--- config.mk ---
export PLATFORM = sky130hd
export DESIGN_NAME = bootrom_loader
export DESIGN_NICKNAME = d
export VERILOG_FILES = /design/src/rtl/bootrom_loader.sv
export SDC_FILE = /design/constraint.sdc
export NUM_CORES = 1
export LEC_CHECK = 0
export ABC_AREA = 1
export CAP_MARGIN = 25
export CORE_AREA = 3 3 73 75
export CTS_CLUSTER_SIZE = 20
export DETAILED_ROUTE_END_ITERATION = 10
export DIE_AREA = 0 0 76 78
export PLACE_DENSITY = 0.84
export SLEW_MARGIN = 20
export SYNTH_ARGS = -nofsm -noshare
export SYNTH_HDL_FRONTEND = slang
export SYNTH_SLANG_ARGS = --single-unit
--- constraint.sdc ---
create_clock -name clk -period 2.2 [get_ports clk]
set_input_delay 0.22 -clock clk [delete_from_list [all_inputs] [get_ports clk]]
set_output_delay 0.22 -clock clk [all_outputs]
set_load 0.02 [all_outputs]
--- src/rtl/bootrom_loader.sv ---
// Boot-time copy sequencer: copies COPY_WORDS words from the synchronous boot ROM into RAM,
// holding the core in reset until the copy is done. Optional BOOTROM_LOADER_CHECKSUM_EN adds a sum.
module bootrom_loader #(
    parameter int unsigned COPY_WORDS = 8192,
    parameter logic [31:0] SRC_BASE   = 32'h0000_0000,
    parameter logic [31:0] DST_BASE   = 32'h0000_0000
) (
    input  logic        clk,
    input  logic        rst,
    output logic [31:0] rom_addr,
    input  logic [31:0] rom_rd_data,
    output logic        ram_we,
    output logic [31:0] ram_addr,
    output logic [31:0] ram_wr_data,
    input  logic        ram_ready,
    input  logic        reload,
    output logic        cpu_rst,
    output logic        busy,
    output logic        done
`ifdef BOOTROM_LOADER_CHECKSUM_EN
    ,
    output logic [31:0] checksum
`endif
);

    // A zero-word copy still needs a legal one-bit counter.
    localparam int unsigned IDX_W = (COPY_WORDS == 0) ? 1 : $clog2(COPY_WORDS + 1);
    localparam logic [IDX_W-1:0] LAST_IDX = (COPY_WORDS == 0) ? '0 : IDX_W'(COPY_WORDS - 1);

    typedef enum logic [1:0] {
        StIdle,
        StRead,
        StWrite,
        StDone
    } state_e;

    state_e           state_q, state_d;
    logic [IDX_W-1:0] idx_q, idx_d;
    logic [31:0]      byte_off;

    always_ff @(posedge clk) begin
        if (rst) begin
            state_q <= StIdle;
            idx_q   <= '0;
        end else begin
            state_q <= state_d;
            idx_q   <= idx_d;
        end
    end

    always_comb begin
        state_d = state_q;
        idx_d   = idx_q;
        case (state_q)
            StIdle: begin
                state_d = (COPY_WORDS == 0) ? StDone : StRead;
            end
            StRead: begin
                state_d = StWrite;
            end
            StWrite: begin
                if (ram_ready) begin
                    if (idx_q == LAST_IDX) begin
                        state_d = StDone;
                        idx_d   = '0;
                    end else begin
                        state_d = StRead;
                        idx_d   = idx_q + IDX_W'(1);
                    end
                end
            end
            StDone: begin
                if (reload) begin
                    state_d = StIdle;
                    idx_d   = '0;
                end
            end
            default: begin
                state_d = StIdle;
                idx_d   = '0;
            end
        endcase
    end

    // ROM address is held through WRITE so its registered data stays stable during stalls.
    assign byte_off = 32'(idx_q) << 2;

    always_comb begin
        rom_addr    = SRC_BASE + byte_off;
        ram_addr    = DST_BASE + byte_off;
        ram_we      = (state_q == StWrite);
        ram_wr_data = (state_q == StWrite) ? rom_rd_data : 32'h0;
        cpu_rst     = (state_q != StDone);
        busy        = (state_q == StRead) || (state_q == StWrite);
        done        = (state_q == StDone);
    end

`ifdef BOOTROM_LOADER_CHECKSUM_EN
    logic [31:0] checksum_q;

    always_ff @(posedge clk) begin
        if (rst) begin
            checksum_q <= 32'h0;
        end else if ((state_q == StIdle) && (state_d == StRead)) begin
            checksum_q <= 32'h0;
        end else if (ram_we && ram_ready) begin
            checksum_q <= checksum_q + ram_wr_data;
        end
    end

    assign checksum = checksum_q;
`endif

endmodule

==> run summary, run 1 <==
Vias/cell = 4.08
total negative setup slack = 0 ps
RSZ-0062 raised after global routing = no
Inst Count DP = 398
Post-synth top cells = nand2_1, buf_4, inv_1
Worst Path Max Fanout = 25
Clock Tree Buf Depth = 2
gr ovfl total = 0
total vias in the final route = 1,641
routability cong. = 0.786
number of synthesized flops with an enable pin = 0
Die Y = 78 µm
Routed Antenna Nets = 0
syn_area_per_cell = 6.50 µm²
Clk Latency, worst-skew pair = 260 ps
Port Buffers = 99
Fmax achieved = 482 MHz
crit path DAT = 1860 ps
DP Worst Slack = 344 ps
fin cells = 402
CTS tree = built
Sequential Area = 320 µm²
Crit-path slowest cell = clkdlybuf4s50_1
status = complete, no violations
most frequent CP cell = inv_1
first-pass GRT wire length = 7380 µm
Die X-Extent = 76 µm
Slew Viols, Final = 0
Detail Placement HPWL = 3660 µm
CORE AREA = 4720 µm²
post-synth cell types = 30
Total Nets Final = 376
n_diodes = 0
cell area after synthesis = 1620 µm²
Crit path max-delay family = buffers and inverters
H-Tree Depth = 1
initial core utilization = 34.3%
IO Pins = 136
minimum clock period = 2080 ps
Hold Path Class = flop to flop
total power = 1.75 mW
CTS clk-pin slew, worst paths = 70 ps
post-CTS resize count = 0
WP data required = 1980 ps
Routed WL per cell = 11.4 µm
clock sinks = 16
total CTS buffers = 3
Post-Synthesis Cells = 249
Layout area overhead = 54.8%
VDD IR max = 0.410 mV
Tcrit/Tclk final = 94.4%
ys flop type = dfxtp_1
Clock Tree Root = clkbuf_8
top-count cell post-synth = nand2_1
residual DRC count = 0
Layout fillers = 466
Overall Global Routing Usage = 15.0%
1st-iter DRT viols = 113
final wirelength = 4590 µm
Finish-stage setup viols = 0
P_leak = 1.25 nW
CP cell instances = inv_1, ha_1, buf_6, nand2_1, inv_1, clkdlybuf4s50_1
Core Rows = 25
Max Cap Viol = 0
pwr/cell area = 696 nW/µm²
CP max stage delay = 620 ps
Fin. Hold Viols = 0
antenna violations before repair = 0
vias in the first global route = 1,552
YS warnings = 0
Worst Path Buf+Inv = 4
Hold Buf Count CTS = 0
layout cells sized above 1 = 9.85%
synth top area cells = buf_4, dfxtp_1, nand2_1
first-pass iteration count of the detailed router = 4
Crit. End Element = output port
Setup Fix Bufs, Post-CTS = 0
Yosys top cell area share = 23.2%
startpoint types = flop
sequential-to-total area share from yosys stat = 19.8%
pin count of the biggest net entering global routing = 26
Synth Register Bits = 16
PnR worst setup slack = 123 ps
Crit Path Class = flop to output port
Final Skew = 4.40 ps
ys async rst share = 0%
footprint of the multi-input gates = 835 µm²
die area = 5930 µm²
Synth area leader = buf_4
==> registers in the layout, summed over array words and instances (netlist names) <==
| name | cells |
|---|---|
| state_q | 2 |
| idx_q | 14 |
==> metrics by stage <==
step / instance area [µm²] / util (%) / hold WS, ps
after floorplan: 1750 / - / 289
after global placement: 2440 / 51.7 / 521
after detailed placement: 2440 / 51.7 / 533
after CTS: 2500 / 52.9 / 544
after global routing: 2510 / 53.1 / 569
final: 2510 / 53.1 / 533
==> cells in the final DEF, fill, tap and decap left out, types with 3 or more instances in the layout <==
master and n:
nor2_1 14, nand3_1 5, ha_1 4, inv_1 49, a21oi_1 5, nand4_1 3
dfxtp_1 16, nand2_4 4, nor3_2 5, clkbuf_8 4, conb_1 36, nor3_1 3
clkdlybuf4s50_1 97, o21ai_0 3, xor2_1 3, nor2_2 6, nand2_1 58
==> layout make-up <==
cell class                      count  area share [%]
Tap cell                           67            3.34
Multi-Input combinational cell    162            33.3
Timing Repair Buffer              101            40.5
Inverter                           52            7.89
Clock buffer                        4            2.20
Sequential cell                    16            12.8
==> worst min-delay path: stages (launching register included) <==
cell and delay, ps:
dfxtp_1 350, nand2_1 90, a21oi_2 50
==> path summary, 6_finish.rpt <==
path	slack, ps	start	cells past startpoint	to
max	120	state_q[0]	6	ram_wr_data[24]
min	530	idx_q[0]	2	idx_q[0]
min reg2reg	530	idx_q[0]	2	idx_q[0]
max reg2reg	500	state_q[0]	9	idx_q[9]
==> power by group <==
| part | switching [mW] | leakage (nW) | internal, mW |
|---|---|---|---|
| registers | 0.0303 | 0.130 | 0.322 |
| logic | 0.647 | 1.09 | 0.470 |
| clock network | 0.117 | 0.0288 | 0.159 |
| total | 0.794 | 1.25 | 0.951 |
==> layer usage <==
layer | vias to the layer above | wire (µm) | track usage (%)
li1 | 819 | - | -
met1 | 723 | 1870 | 17.8
met2 | 96 | 2120 | 25.2
met3 | 3 | 564 | 6.15
met4 | 0 | 36 | 3.80
met5 | - | 0 | 0
==> cell families after synthesis <==
kind of cell	share of synthesized area (%)
AO/OA/AOI/OAI	5.49
XOR/XNOR	1.62
adder cells (fa/ha/maj)	3.09
buffers and inverters	36.8
flip-flops	19.8
other	0.232
AND/OR/NAND/NOR	33.0
(Power assumes the default switching activity.)
==> inputs of run 2 (changes only) <==
Settings changed: CORE_AREA 3 3 73 75 to 3 3 68 70, DIE_AREA 0 0 76 78 to 0 0 71 73, DONT_BUFFER_PORTS set to 1, PLACE_DENSITY 0.84 to not set.
==> run summary, run 2 (synthesis gave the netlist of run 1 again) <==
RSZ-0062 raised after global routing = no
final non-filler cell area = 1580 µm²
Fin. Hold Viols = 0
IO Pins = 136
CORE AREA = 4030 µm²
Die X-Extent = 71 µm
Tcrit/Tclk final = 84.6%
Sequential Area = 320 µm²
Layout area overhead = -2.24%
CTS tree = built
Vias/cell = 4.27
minimum clock period = 1860 ps
Worst Hold Depth = 1
crit path DAT = 1640 ps
Finish-stage setup viols = 0
hold worst-path end = idx_q[10]
Routed Antenna Nets = 0
total vias in the final route = 1,276
Clock Tree Buf Depth = 2
startpoint types = flop
Clk Latency, worst-skew pair = 260 ps
Reg2Reg Depth = 9
most frequent cells in the layout = nand2_1, inv_1, conb_1, dfxtp_1, buf_4
Layout fillers = 437
initial core utilization = 40.2%
Detail Placement HPWL = 3000 µm
gr ovfl total = 0
Overall Global Routing Usage = 13.0%
Hold Buf Count CTS = 0
pwr/cell area = 864 nW/µm²
Crit-path slowest cell = buf_4
Max Cap Viol = 0
die area = 5180 µm²
layout cells sized above 1 = 18.5%
residual DRC count = 0
commonest non-fill, non-tap cell in the layout = nand2_1
P_leak = 0.926 nW
Worst Path Buf+Inv = 3
CP cell instances = inv_1, ha_1, buf_4, nand2_1, inv_1
H-Tree Depth = 1
worst r2r src = state_q[1]
final wirelength = 3580 µm
Top reg by flops = idx_q
Routed WL per cell = 12.0 µm
Crit Path Class = flop to output port
WP data required = 1980 ps
status = complete, no violations
clock sinks = 16
routability cong. = 0.819
worst hold start = rst
placed instance area = 1530 µm²
Worst R2R End = idx_q[9]
Setup Fix Bufs, Post-CTS = 0
R2R Setup Slk = 490 ps
Final Skew = 4.29 ps
biggest regs = idx_q: 14 flops, state_q: 2 flops
VDD IR max = 0.404 mV
vias in the first global route = 1,118
CP max stage delay = 380 ps
first-pass iteration count of the detailed router = 4
Die Y = 73 µm
Core Rows = 23
Slew Viols, Final = 0
Fin Hold WS = 20.0 ps
Clock Tree Root = clkbuf_8
Port Buffers = 0
antenna violations before repair = 0
most frequent CP cell = inv_1
Total Nets Final = 290
Hold Path Class = primary input to flop
1st-iter DRT viols = 41
Largest register FFs = 14
Crit. End Element = output port
critical path startpoint = state_q[0]
first-pass GRT wire length = 5270 µm
Worst Path Max Fanout = 34
pin count of the biggest net entering global routing = 35
total negative setup slack = 0 ps
Fmax achieved = 537 MHz
instance count on the critical path = 5
total CTS buffers = 3
footprint of the multi-input gates = 835 µm²
n_diodes = 0
Crit path max-delay family = buffers and inverters
CTS clk-pin slew, worst paths = 70 ps
post-CTS resize count = 0
run 2: changes by cell type in the layout (fill, tap and decap cells not counted), sizes merged:
cell	previous run	this run
buf	2	15
dlymetal6s2s	2	0
clkdlybuf4s50	97	0
run 2: worst max-delay path by stage:
stage	end	slack [ps]
final	ram_wr_data[1]	340
after global routing	ram_wr_data[1]	180
after CTS	ram_wr_data[1]	300
after detailed placement	idx_q[9]	470
after global placement	idx_q[9]	520
after floorplan	ram_wr_data[10]	630
run 2: layout make-up:
type | count | share of cell area, %
repair buffers | 15 | 7.11
well taps | 50 | 3.95
clock buffers | 4 | 3.48
multi-input cells | 162 | 52.7
flip-flops and latches | 16 | 20.2
inverters | 52 | 12.5
run 2: per-stage QoR:
stage / std cells / utilization (%) / setup slack, ps / power [mW]
floorplan: 284 / - / 635 / 1.08
global route: 299 / 39.3 / 179 / 1.47
detailed placement: 295 / 37.9 / 475 / 1.10
CTS: 299 / 39.3 / 304 / 1.39
finish: 299 / 39.3 / 340 / 1.37
global placement: 295 / 37.9 / 521 / 1.10
run 2: power by group:
group / internal [mW] / total, mW / switching (mW)
Clock: 0.159 / 0.276 / 0.117
Combinational: 0.158 / 0.751 / 0.593
Sequential: 0.322 / 0.339 / 0.0177
Total: 0.639 / 1.37 / 0.728
run 2: per-layer routing:
| metal | track usage [%] | up-vias | routed length (µm) |
|---|---|---|---|
| met1 | 14.5 | 546 | 1460 |
| met3 | 4.96 | 5 | 328 |
| met2 | 22.6 | 76 | 1750 |
| li1 | - | 649 | - |
| met5 | 0 | - | 0 |
| met4 | 4.38 | 0 | 48 |
==> inputs of run 3 (changes only) <==
Clock period 2.2 ns to 1.9 ns, I/O delays scaled along.
==> run summary, run 3 (synthesis gave the netlist of run 1 again) <==
Hold Path Class = primary input to flop
CTS tree = built
worst hold start = rst
Worst Path Max Fanout = 33
Final Skew = 6.99 ps
Tcrit/Tclk final = 92.5%
Internal = 0.757 mW
part of the power in registers = 25.0%
1st-iter DRT viols = 36
clock sinks = 16
Crit Path Class = flop to output port
routability cong. = 0.780
die area = 5180 µm²
pwr/cell area = 990 nW/µm²
Top reg by flops = idx_q
pin count of the biggest net entering global routing = 34
worst r2r src = state_q[0]
Layout fillers = 435
Slew Viols, Final = 0
Routed WL per cell = 11.9 µm
gr ovfl total = 0
status = complete, no violations
Detail Placement HPWL = 3010 µm
Routed Antenna Nets = 0
WP data required = 1710 ps
Worst Hold Depth = 1
crit path DAT = 1570 ps
IO Pins = 136
Fmax achieved = 569 MHz
Die X-Extent = 71 µm
antenna violations before repair = 0
Max Cap Viol = 0
Die Y = 73 µm
final wirelength = 3580 µm
Clk Latency, worst-skew pair = 260 ps
Vias/cell = 4.32
total vias in the final route = 1,305
CORE AREA = 4030 µm²
Inst Count DP = 297
RSZ-0062 raised after global routing = no
residual DRC count = 0
Layout area overhead = -0.463%
Crit. End Element = output port
P_leak = 0.940 nW
fin cells = 302
Largest register FFs = 14
startpoint types = flop
Finish-stage setup viols = 0
first-pass iteration count of the detailed router = 4
Comb pwr share = 55.3%
total negative setup slack = 0 ps
Setup Fix Bufs, Post-CTS = 0
first-pass GRT wire length = 5280 µm
Clock Tree Root = clkbuf_8
Clock Tree Buf Depth = 2
VDD IR max = 0.397 mV
total CTS buffers = 3
layout cells sized above 1 = 19.0%
Total Nets Final = 293
Overall Global Routing Usage = 13.1%
biggest regs = idx_q: 14 flops, state_q: 2 flops
R2R Setup Slk = 320 ps
Worst R2R End = idx_q[9]
clock share of power = 19.7%
most frequent cells in the layout = nand2_1, inv_1, conb_1, dfxtp_1, buf_4
initial core utilization = 40.2%
Reg2Reg Depth = 8
Sw Pwr = 0.838 mW
CTS clk-pin slew, worst paths = 60 ps
H-Tree Depth = 1
vias in the first global route = 1,150
Port Buffers = 0
minimum clock period = 1760 ps
hold worst-path end = state_q[0]
commonest non-fill, non-tap cell in the layout = nand2_1
Fin Hold WS = 11.3 ps
Core Rows = 23
n_diodes = 0
Sw Share = 52.6%
Fin. Hold Viols = 0
## run 3: worst max-delay path, cell delays in order (launching register included)
cell and delay (ps):
dfxtp_1 310, inv_1 100, ha_1 330, buf_6 300, nand2_1 90, inv_1 170
## run 3: worst max path at each step
stage	from	endpoint	slack (ps)	cells after the start
after global routing	state_q[0]	ram_wr_data[3]	30	5
after detailed placement	state_q[0]	ram_wr_data[19]	320	5
after global placement	state_q[0]	ram_wr_data[1]	350	5
after CTS	state_q[0]	ram_wr_data[19]	40	5
final	state_q[0]	ram_wr_data[23]	140	5
after floorplan	state_q[0]	idx_q[9]	350	10
## run 3: area by class of cell
| class | count | area [µm²] | share of cell area (%) |
|---|---|---|---|
| sequential | 16 | 320 | 19.9 |
| multi-input combinational | 162 | 835 | 51.8 |
| inverter | 52 | 198 | 12.3 |
| tap | 50 | 62.6 | 3.88 |
| clock buffer | 4 | 55.1 | 3.42 |
| timing repair buffer | 18 | 141 | 8.77 |
## run 3: metrics by stage
| step | util [%] | power [mW] | instance area (µm²) | setup WS, ps |
|---|---|---|---|---|
| floorplan | - | 1.25 | 1750 | 346 |
| global placement | 38.3 | 1.28 | 1540 | 348 |
| detailed placement | 38.3 | 1.29 | 1540 | 316 |
| CTS | 39.9 | 1.61 | 1610 | 38.6 |
| global route | 40.0 | 1.71 | 1610 | 29.0 |
| finish | 40.0 | 1.60 | 1610 | 143 |
## run 3: per-layer routing
layer / share of wire (%) / GRT usage [%] / vias up / wire length, µm
li1: - / - / 657 / -
met1: 41 / 14.5 / 561 / 1460
met2: 48 / 22.3 / 83 / 1730
met3: 9.6 / 4.27 / 4 / 345
met4: 1.4 / 6.47 / 0 / 51
met5: 0 / 0 / - / 0
## run 3: power groups by stage
stage | clock network [mW] | logic, mW | registers (mW)
after global placement | 0 | 0.880 | 0.405
final | 0.315 | 0.882 | 0.398
after detailed placement | 0 | 0.880 | 0.406
after CTS | 0.321 | 0.886 | 0.398
after global routing | 0.335 | 0.978 | 0.400
after floorplan | 0 | 0.820 | 0.429
## run 3: timing repair
action / CTS / global route
hold buffers: 1 / 0
setup endpoints to repair: 0 / 32
gates resized for setup: 0 / 1
endpoints found under the hold margin: 1 / 0
